File: config.mk
export PLATFORM = sky130hd
export DESIGN_NAME = dram_port_arbiter
export DESIGN_NICKNAME = d
export VERILOG_FILES = /design/src/rtl/dram_port_arbiter.sv
export SDC_FILE = /design/constraint.sdc
export NUM_CORES = 1
export LEC_CHECK = 0
export CORE_MARGIN = 2
export CORE_UTILIZATION = 41
export CTS_BUF_LIST = sky130_fd_sc_hd__clkbuf_16
export CTS_CLUSTER_DIAMETER = 40
export DETAILED_ROUTE_END_ITERATION = 16
export PLACE_DENSITY = 0.81
export SETUP_SLACK_MARGIN = 0.02
export SLEW_MARGIN = 20
export SYNTH_ARGS = -nofsm -noshare
export SYNTH_HDL_FRONTEND = slang
export SYNTH_SLANG_ARGS = --single-unit
File: constraint.sdc
create_clock -name clk -period 6.3 [get_ports clk]
set_input_delay 0.63 -clock clk [delete_from_list [all_inputs] [get_ports clk]]
set_output_delay 0.63 -clock clk [all_outputs]
set_load 0.03 [all_outputs]
File: src/rtl/dram_port_arbiter.sv
// Two-port arbiter in front of the DRAM controller user interface: picks one requester, runs a
// single rd/wr enable/busy handshake against the controller and returns data with a one-cycle ack.
module dram_port_arbiter #(
    parameter int PRIO_MODE    = 0,
    parameter int STARVE_LIMIT = 4,
    parameter int TIMEOUT      = 1023
) (
    input  logic        clk,
    input  logic        rst,

    input  logic        p0_req,
    input  logic        p0_we,
    input  logic [31:0] p0_addr,
    input  logic [31:0] p0_wdata,
    input  logic [2:0]  p0_ctrl,
    output logic [31:0] p0_rdata,
    output logic        p0_ack,
    output logic        p0_err,

    input  logic        p1_req,
    input  logic        p1_we,
    input  logic [31:0] p1_addr,
    input  logic [31:0] p1_wdata,
    input  logic [2:0]  p1_ctrl,
    output logic [31:0] p1_rdata,
    output logic        p1_ack,
    output logic        p1_err,

    output logic        m_rd_en,
    output logic        m_wr_en,
    output logic [31:0] m_addr,
    output logic [31:0] m_wdata,
    output logic [2:0]  m_ctrl,
    input  logic [31:0] m_rdata,
    input  logic        m_busy,

    output logic        grant
);

    typedef enum logic [2:0] {
        S_IDLE,
        S_ISSUE,
        S_WAIT_ACPT,
        S_WAIT_DONE,
        S_RESP
    } state_t;

    // Timeout counter runs 0..TIMEOUT-1; the abort fires on the TIMEOUT-th cycle in a wait state.
    localparam int TW = (TIMEOUT < 2) ? 1 : $clog2(TIMEOUT);
    localparam int SW = (STARVE_LIMIT < 1) ? 1 : $clog2(STARVE_LIMIT + 1);
    localparam logic [TW-1:0] TMO_MAX    = TW'(TIMEOUT - 1);
    localparam logic [SW-1:0] STARVE_MAX = SW'(STARVE_LIMIT);
    localparam logic [31:0]   ERR_DATA   = 32'hDEAD_BEEF;

    state_t          state;
    state_t          next_state;
    logic            we_q;
    logic            err_q;
    logic [TW-1:0]   tmo_cnt;
    logic [SW-1:0]   starve_cnt;

    logic            any_req;
    logic            pick;
    logic            issue_go;
    logic            in_wait;
    logic            tmo_hit;
    logic            tmo_abort;
    logic            done_ok;

    // Arbitration: pick=1 selects port 1. In round-robin mode 'grant' doubles as the rr pointer.
    always_comb begin
        any_req = p0_req | p1_req;
        if (PRIO_MODE == 1) begin
            pick = p1_req & (~p0_req | (starve_cnt == STARVE_MAX));
        end else begin
            pick = p1_req & (~p0_req | ~grant);
        end
    end

    always_comb begin
        issue_go  = (state == S_IDLE) & any_req & ~m_busy;
        in_wait   = (state == S_WAIT_ACPT) | (state == S_WAIT_DONE);
        tmo_hit   = (tmo_cnt == TMO_MAX);
        done_ok   = (state == S_WAIT_DONE) & ~m_busy;
        tmo_abort = tmo_hit & (((state == S_WAIT_ACPT) & ~m_busy) |
                               ((state == S_WAIT_DONE) &  m_busy));
    end

    // NOTE: clocked state uses non-blocking (<=) so every register samples pre-edge values.
    always_ff @(posedge clk or posedge rst) begin
        if (rst) begin
            state <= S_IDLE;
        end else begin
            state <= next_state;
        end
    end

    // NOTE: next_state gets a default before the case so no path can infer a latch.
    always_comb begin
        next_state = state;
        case (state)
            S_IDLE: begin
                if (issue_go) begin
                    next_state = S_ISSUE;
                end
            end
            S_ISSUE: begin
                next_state = S_WAIT_ACPT;
            end
            S_WAIT_ACPT: begin
                if (m_busy) begin
                    next_state = S_WAIT_DONE;
                end else if (tmo_hit) begin
                    next_state = S_RESP;
                end
            end
            S_WAIT_DONE: begin
                if (!m_busy || tmo_hit) begin
                    next_state = S_RESP;
                end
            end
            S_RESP: begin
                next_state = S_IDLE;
            end
            default: begin
                next_state = S_IDLE;
            end
        endcase
    end

    // Transaction fields are captured only at grant time; port inputs are ignored otherwise.
    always_ff @(posedge clk or posedge rst) begin
        if (rst) begin
            grant      <= 1'b0;
            we_q       <= 1'b0;
            err_q      <= 1'b0;
            m_addr     <= '0;
            m_wdata    <= '0;
            m_ctrl     <= '0;
            tmo_cnt    <= '0;
            starve_cnt <= '0;
            p0_rdata   <= '0;
            p1_rdata   <= '0;
        end else begin
            if (issue_go) begin
                grant   <= pick;
                we_q    <= pick ? p1_we    : p0_we;
                m_addr  <= pick ? p1_addr  : p0_addr;
                m_wdata <= pick ? p1_wdata : p0_wdata;
                m_ctrl  <= pick ? p1_ctrl  : p0_ctrl;
                err_q   <= 1'b0;
            end

            if ((next_state != state) &&
                ((next_state == S_WAIT_ACPT) || (next_state == S_WAIT_DONE))) begin
                tmo_cnt <= '0;
            end else if (in_wait) begin
                tmo_cnt <= tmo_cnt + 1'b1;
            end

            if (tmo_abort) begin
                err_q <= 1'b1;
                if (grant) begin
                    p1_rdata <= ERR_DATA;
                end else begin
                    p0_rdata <= ERR_DATA;
                end
            end else if (done_ok && !we_q) begin
                if (grant) begin
                    p1_rdata <= m_rdata;
                end else begin
                    p0_rdata <= m_rdata;
                end
            end

            // Starvation guard only tracks consecutive port-0 wins while port 1 is waiting.
            if (PRIO_MODE == 1) begin
                if (!p1_req) begin
                    starve_cnt <= '0;
                end else if (issue_go) begin
                    starve_cnt <= pick ? '0 : starve_cnt + 1'b1;
                end
            end
        end
    end

    // Enables decode from state, so an async reset drops them immediately.
    always_comb begin
        m_rd_en = 1'b0;
        m_wr_en = 1'b0;
        p0_ack  = 1'b0;
        p1_ack  = 1'b0;
        if ((state == S_ISSUE) || (state == S_WAIT_ACPT)) begin
            m_rd_en = ~we_q;
            m_wr_en =  we_q;
        end
        if (state == S_RESP) begin
            p0_ack = ~grant;
            p1_ack =  grant;
        end
        p0_err = p0_ack & err_q;
        p1_err = p1_ack & err_q;
    end

endmodule
==> summary.md, run 1 <==
| Metric | Value |
|---|---|
| Status | finished, final reports clean |
| Grt ovf | 0 |
| Top FF cell, synth | dfrtp_1 |
| Synthesis warning total | 0 |
| Diodes inserted | 0 |
| Die W | 129 um |
| Depth of the CTS H-tree | 4 |
| DP HPWL | 14,600 um |
| CTS tree | yes |
| Post-CTS setup buffers | 0 |
| Setup CP Type | flip-flop to output pin |
| Post-synth EDFFs | 0 |
| Synth Cell Area | 6430 um2 |
| DR iter-0 viols | 263 |
| Fin Setup TNS | 0 ns |
| Die Y-Extent | 129 um |
| Async set-or-reset flop fraction in the synthesized netlist | 100% |
| Final instance area | 10,300 um2 |
| Initial Utilization | 42.1% |
| Sequential-to-total area share from yosys stat | 57.2% |
| Net Switching | 2160 uW |
| Clock latency on the worst-skew pair | 0.41 ns |
| CTS max path bufs | 2 |
| Synth Instances | 542 |
| Crit-path max FO | 9 |
| Switching Share | 41.3% |
| Pwr per Cell Area | 511 nW/um2 |
| Pin count of the biggest net entering global routing | 91 |
| Register bit total from synthesis | 147 |
| Number of setup violations in the final report | 0 |
| Via count | 5,509 |
| Slew Limit Fails | 0 |
| Layout cells sized above 1 | 7.69% |
| DRC errors left | 0 |
| Number of buffers created by CTS | 17 |
| Synth top cells by count | dfrtp_1 (147), nor2_1 (83), a21oi_1 (71), mux2i_1 (68), o32a_1 (29) |
| Yosys top cell area share | 57.2% |
| Pint | 3080 uW |
| Vias in the first global route | 5,752 |
| Number of nets in the layout | 1,007 |
| RSZ-0062 raised after global routing | no |
| Resize count post-CTS | 0 |
| Clock slew at reported path FFs | 0.06 ns |
| Max VDD drop | 0.000306 V |
| Synth Area per Inst | 11.9 um2 |
| Share of power burned in registers | 30.8% |
| Root buffer cell | clkbuf_16 |
| Min Hold Slack | 0.491 ns |
| Relative slew margins | 29.4% |
| Leak | 0.00414 uW |
| PnR Total Power | 5250 uW |
| Worst min-delay path class | flip-flop to flip-flop |
| Worst-Margin Slew | 1.06 ns |
| Max Clk Rate | 0.362 GHz |
| Post-CTS Hold Buffers | 0 |
| Clk_skew | 0.00299 ns |
| Initial antenna violation count | 0 |
| IO Pins | 311 |
| Rows | 45 |
| Synth unique cells | 40 |
| GRT Overall Usage | 23.2% |
| DRT Wirelength | 19,400 um |
| Crit path time final | 2.76 ns |
| CORE AREA | 15,300 um2 |
| WL/cell | 18.3 um |
| CP Capture Type | output pin |
| Combinational fraction of design power | 49.2% |
| Syn-to-layout area delta | 59.7% |
| Top-count cell post-synth | dfrtp_1 |
| Post-DRT Antenna Nets | 0 |
| Worst endpoint data arrival time | 2.13 ns |
| MaxCap Viol Count | 0 |
| Period utilization | 43.9% |
| Clock Power Share | 20.0% |
| Most area-consuming cells after synthesis | dfrtp_1 (57%), mux2i_1 (11%), a21oi_1 (5.5%) |
| CP startpoint kind | flip-flop |
| Final Wtd Congestion | 0.861 |
| First-pass GRT wire length | 29,800 um |
| Critical Path RT | 5.67 ns |
| Largest area contributor in the netlist | dfrtp_1 |
| I/O Buffers | 310 |
| Avg Vias per Cell | 5.22 |
| Die footprint | 16,700 um2 |
| Drt pass-1 iters | 4 |
| Fin. Hold Viols | 0 |
| TritonCTS Sinks | 147 |
| Placed insts | 1,023 |
| Placed Instance Area | 9640 um2 |
| Post-synth net total | 717 |
| Finished Layout Cells | 1,056 |
-- power groups by stage --
| stage | clock, uW | sequential (uW) | combinational [uW] |
|---|---|---|---|
| after floorplan | 0 | 2310 | 758 |
| after CTS | 1070 | 1620 | 2600 |
| after global placement | 0 | 1610 | 2530 |
| after global routing | 1100 | 1660 | 2740 |
| after detailed placement | 0 | 1620 | 2590 |
| final | 1050 | 1620 | 2580 |
-- path summary, 6_finish.rpt --
path,start,slack (ns),cells after the start,to
setup / recovery,state[0]$_DFF_PP0_,3.54,4,p1_err
hold / removal,p0_rdata[25]$_DFFE_PP0P_,0.49,1,p0_rdata[25]$_DFFE_PP0P_
setup reg to reg,state[2]$_DFF_PP0_,3.63,4,p0_rdata[22]$_DFFE_PP0P_
hold reg to reg,p0_rdata[25]$_DFFE_PP0P_,0.49,1,p0_rdata[25]$_DFFE_PP0P_
max in group asynchronous,rst,4.48,3,p1_rdata[19]$_DFFE_PP0P_
min in group asynchronous,rst,0.63,2,m_wdata[1]$_DFFE_PP0P_
-- cell usage in the layout (no fill, tap or decap), types with 3 or more instances in the layout --
cell type / synthesis / layout
nand2_1: 7 / 7
inv_1: 5 / 5
nand3_1: 4 / 4
bufinv_16: 0 / 4
o32a_1: 29 / 29
nor3_1: 4 / 4
nand2b_1: 3 / 3
xor2_1: 6 / 6
buf_4: 1 / 4
clkbuf_16: 0 / 17
xnor2_1: 4 / 4
mux2i_1: 68 / 68
a32o_1: 16 / 16
dfrtp_1: 147 / 147
and2_1: 3 / 3
a21oi_1: 71 / 71
o32a_2: 19 / 19
nand4_1: 3 / 3
nor2_1: 83 / 83
clkinv_1: 0 / 3
inv_6: 0 / 3
clkdlybuf4s50_1: 0 / 310
clkinvlp_4: 0 / 3
-- state kept, by name, summed over array words and instances (netlist names) --
register / count
m_wdata: 32
state: 3
m_ctrl: 3
tmo_cnt: 10
we_q: 1
grant: 1
m_addr: 32
p0_rdata: 32
p1_rdata: 32
err_q: 1
-- critical path, stage by stage, from the launching register on --
cell             delay [ns]
dfrtp_1                0.50
nor2_1                 0.20
and3_1                 0.21
and2_1                 0.13
clkdlybuf4s50_1        0.68
-- cells by family (layout without fill, tap and decap cells) --
| family | count (synthesis) | after routing | synth area share, % |
|---|---|---|---|
| flip-flops | 147 | 147 | 57.2 |
| AO/OA/AOI/OAI | 145 | 145 | 18.1 |
| AND/OR/NAND/NOR | 118 | 118 | 8.35 |
| multiplexers | 69 | 69 | 10.8 |
| buffers and inverters | 50 | 353 | 3.72 |
| XOR/XNOR | 10 | 10 | 1.36 |
| adder cells (fa/ha/maj) | 3 | 3 | 0.545 |
-- metal layers --
| metal | track usage (%) | part of all wire [%] | vias to the layer above |
|---|---|---|---|
| met3 | 7.76 | 8.2 | 32 |
| met4 | 8.95 | 2.3 | 0 |
| met5 | 0 | 0 | - |
| li1 | - | - | 2575 |
| met2 | 40.2 | 51 | 219 |
| met1 | 26.6 | 38 | 2683 |
-- per-stage QoR --
stage                     utilization, %  worst slack [ns]
after floorplan                        -              1.72
after global placement              63.2              2.97
after detailed placement            63.2              2.81
after CTS                           67.2              3.24
after global routing                67.3              3.35
final                               67.3              3.54
-- cell type report --
type / count / area, um2
clock buffer: 17 / 425
clock inverter: 15 / 189
fill: 1125 / 4990
inverter: 5 / 23.8
multi-input combinational: 345 / 2530
sequential: 147 / 3680
tap: 211 / 264
timing repair buffer: 316 / 3160
Power figures use the tool's default switching activity.
==> run 2: changes to the inputs <==
clock period = 2.9 ns   (was 6.3 ns; I/O delays follow)
==> run 2 against run 1 <==
Critical path depth is the same. Final cell count grew 1.2%. Setup slack worse by 3.1 ns. Highest routed layer unchanged. Register-to-register slack lost 2.9 ns. Sequential power rose by 120%. Utilization up 0.93 points. Clock power grew 110%. Largest power group unchanged. Final area increased by 1.4%.
==> summary.md, run 2 (synthesis results as in run 1) <==
| Metric | Value |
|---|---|
| IO Pins | 311 (unchanged) |
| Relative slew margins | 32.2% (+2.8 points) |
| Die Y-Extent | 129 um (unchanged) |
| Initial antenna violation count | 0 (unchanged) |
| Vias in the first global route | 5,782 (+0.52%) |
| Worst endpoint data arrival time | 2.20 ns (+0.07 ns) |
| I/O Buffers | 310 (unchanged) |
| Finished Layout Cells | 1,069 (+1.2%) |
| Critical Path RT | 2.61 ns (-3.06 ns) |
| RR Startpoint | state[0]$_DFF_PP0_ |
| Max VDD drop | 0.000573 V (+87%) |
| CTS max path bufs | 2 (unchanged) |
| DRT Wirelength | 20,100 um (+3.6%) |
| Die footprint | 16,700 um2 (unchanged) |
| Crit path time final | 2.49 ns |
| Most common cell after layout, fill and taps aside | clkdlybuf4s50_1 |
| Worst reg2reg path depth | 6 (+2) |
| Terminus of the critical flop-to-flop path | m_wdata[25]$_DFFE_PP0P_ |
| Worst min-delay path class | primary input to async pin |
| Die W | 129 um (unchanged) |
| Diodes inserted | 0 (unchanged) |
| WL/cell | 18.8 um (+2.3%) |
| Rows | 45 (unchanged) |
| Clock latency on the worst-skew pair | 0.42 ns (about the same) |
| Via count | 5,651 (+2.6%) |
| Pwr per Cell Area | 1090 nW/um2 (+110%) |
| CORE AREA | 15,300 um2 (unchanged) |
| DRC errors left | 0 (unchanged) |
| Depth of the CTS H-tree | 4 (unchanged) |
| CTS tree | yes |
| Crit path cell chain | nor2_1 -> and3_1 -> and2_1 -> clkdlybuf4s50_1 |
| Grt ovf | 0 (unchanged) |
| DP HPWL | 14,900 um (+2.4%) |
| Crit path max-delay cell type | clkdlybuf4s50_1 |
| Initial Utilization | 42.1% (unchanged) |
| Crit path from | state[0]$_DFF_PP0_ |
| RSZ-0062 raised after global routing | no |
| Crit-path max FO | 9 (unchanged) |
| GRT Overall Usage | 23.8% (+0.56 points) |
| Worst-Margin Slew | 1.02 ns (-0.0413 ns) |
| Syn-to-layout area delta | 61.9% |
| Slew Limit Fails | 0 (unchanged) |
| Layout cells sized above 1 | 9.09% (+1.4 points) |
| Critical path endpoint | p1_err |
| Setup CP Type | flip-flop to output pin |
| Final Wtd Congestion | 0.845 (-1.8%) |
| Number of nets in the layout | 1,020 (+1.3%) |
| Max Clk Rate | 0.401 GHz |
| Number of buffers created by CTS | 17 (unchanged) |
| Resize count post-CTS | 0 (unchanged) |
| First-pass GRT wire length | 30,400 um (+1.8%) |
| Leak | 0.00421 uW (+1.8%) |
| Placed insts | 1,037 (+1.4%) |
| Post-CTS Hold Buffers | 0 (unchanged) |
| Fin Setup TNS | 0 ns (unchanged) |
| Fin. Hold Viols | 0 (unchanged) |
| Status | finished, final reports clean |
| Most frequent cells in the layout | clkdlybuf4s50_1 (310), dfrtp_1 (147), nor2_1 (83) |
| MaxCap Viol Count | 0 (unchanged) |
| Clock slew at reported path FFs | 0.06 ns (about the same) |
| Post-CTS setup buffers | 0 (unchanged) |
| Avg Vias per Cell | 5.29 (+1.3%) |
| Pin count of the biggest net entering global routing | 67 (-26%) |
| Post-DRT Antenna Nets | 0 (unchanged) |
| Clk_skew | 0.00682 ns (+0.00383 ns) |
| CP startpoint kind | flip-flop |
| Number of setup violations in the final report | 0 (unchanged) |
| PnR Total Power | 11,400 uW (+120%) |
| Period utilization | 85.9% |
| Flop-to-flop setup slack | 0.76 ns (-2.87 ns) |
| CP Capture Type | output pin |
| DR iter-0 viols | 333 (+27%) |
| Drt pass-1 iters | 4 (unchanged) |
| TritonCTS Sinks | 147 (unchanged) |
| Root buffer cell | clkbuf_16 |
| Crit-path max cell delay | 0.68 ns (about the same) |
==> run 2: worst min-delay path by stage <==
stage	start	end	slack, ns	depth (start not counted)
3_5_place_dp	p0_rdata[5]$_DFFE_PP0P_	p0_rdata[5]$_DFFE_PP0P_	0.48	1
5_1_grt	rst	m_wdata[8]$_DFFE_PP0P_	0.28	2
6_report	rst	m_wdata[8]$_DFFE_PP0P_	0.24	2
4_1_cts	rst	m_wdata[8]$_DFFE_PP0P_	0.25	2
2_1_floorplan	m_rdata[27]	p1_rdata[27]$_DFFE_PP0P_	0.45	1
3_3_place_gp	p0_rdata[14]$_DFFE_PP0P_	p0_rdata[14]$_DFFE_PP0P_	0.48	1
==> run 2: metrics by stage <==
stage	cell area (um2)	utilization, %	hold WS (ns)	setup WS [ns]
after global placement	9820	64.4	0.476	0.635
after global routing	10400	68.2	0.284	0.328
after CTS	10400	68.2	0.251	0.364
after floorplan	6430	-	0.447	0.763
after detailed placement	9820	64.4	0.481	0.554
final	10400	68.2	0.245	0.409
==> run 2: power by group <==
group	internal (uW)	leakage, uW	switching (uW)
logic	2420	0.00230	3290
clock network	1340	0.000287	863
registers	2910	0.00163	576
==> run 2: worst max-delay path: cells and delay by family, from the launching register on <==
| family | cells | cell delay (ns) |
|---|---|---|
| buffers and inverters | 1 | 0.68 |
| and+or+nand+nor | 3 | 0.60 |
| DFF | 1 | 0.50 |
==> run 2: cell type report <==
type / instances / area (um2)
fill: 1125 / 4850
sequential: 147 / 3680
timing repair buffer: 329 / 3320
multi-input combinational: 345 / 2530
clock buffer: 17 / 425
tap: 211 / 264
clock inverter: 15 / 168
inverter: 5 / 22.5
==> run 2: per-layer routing <==
metal / GRT usage (%) / up-vias / part of all wire (%)
li1: - / 2596 / -
met1: 27.8 / 2780 / 38
met2: 40.6 / 243 / 51
met3: 7.93 / 32 / 8.4
met4: 9.27 / 0 / 2.6
met5: 0 / - / 0
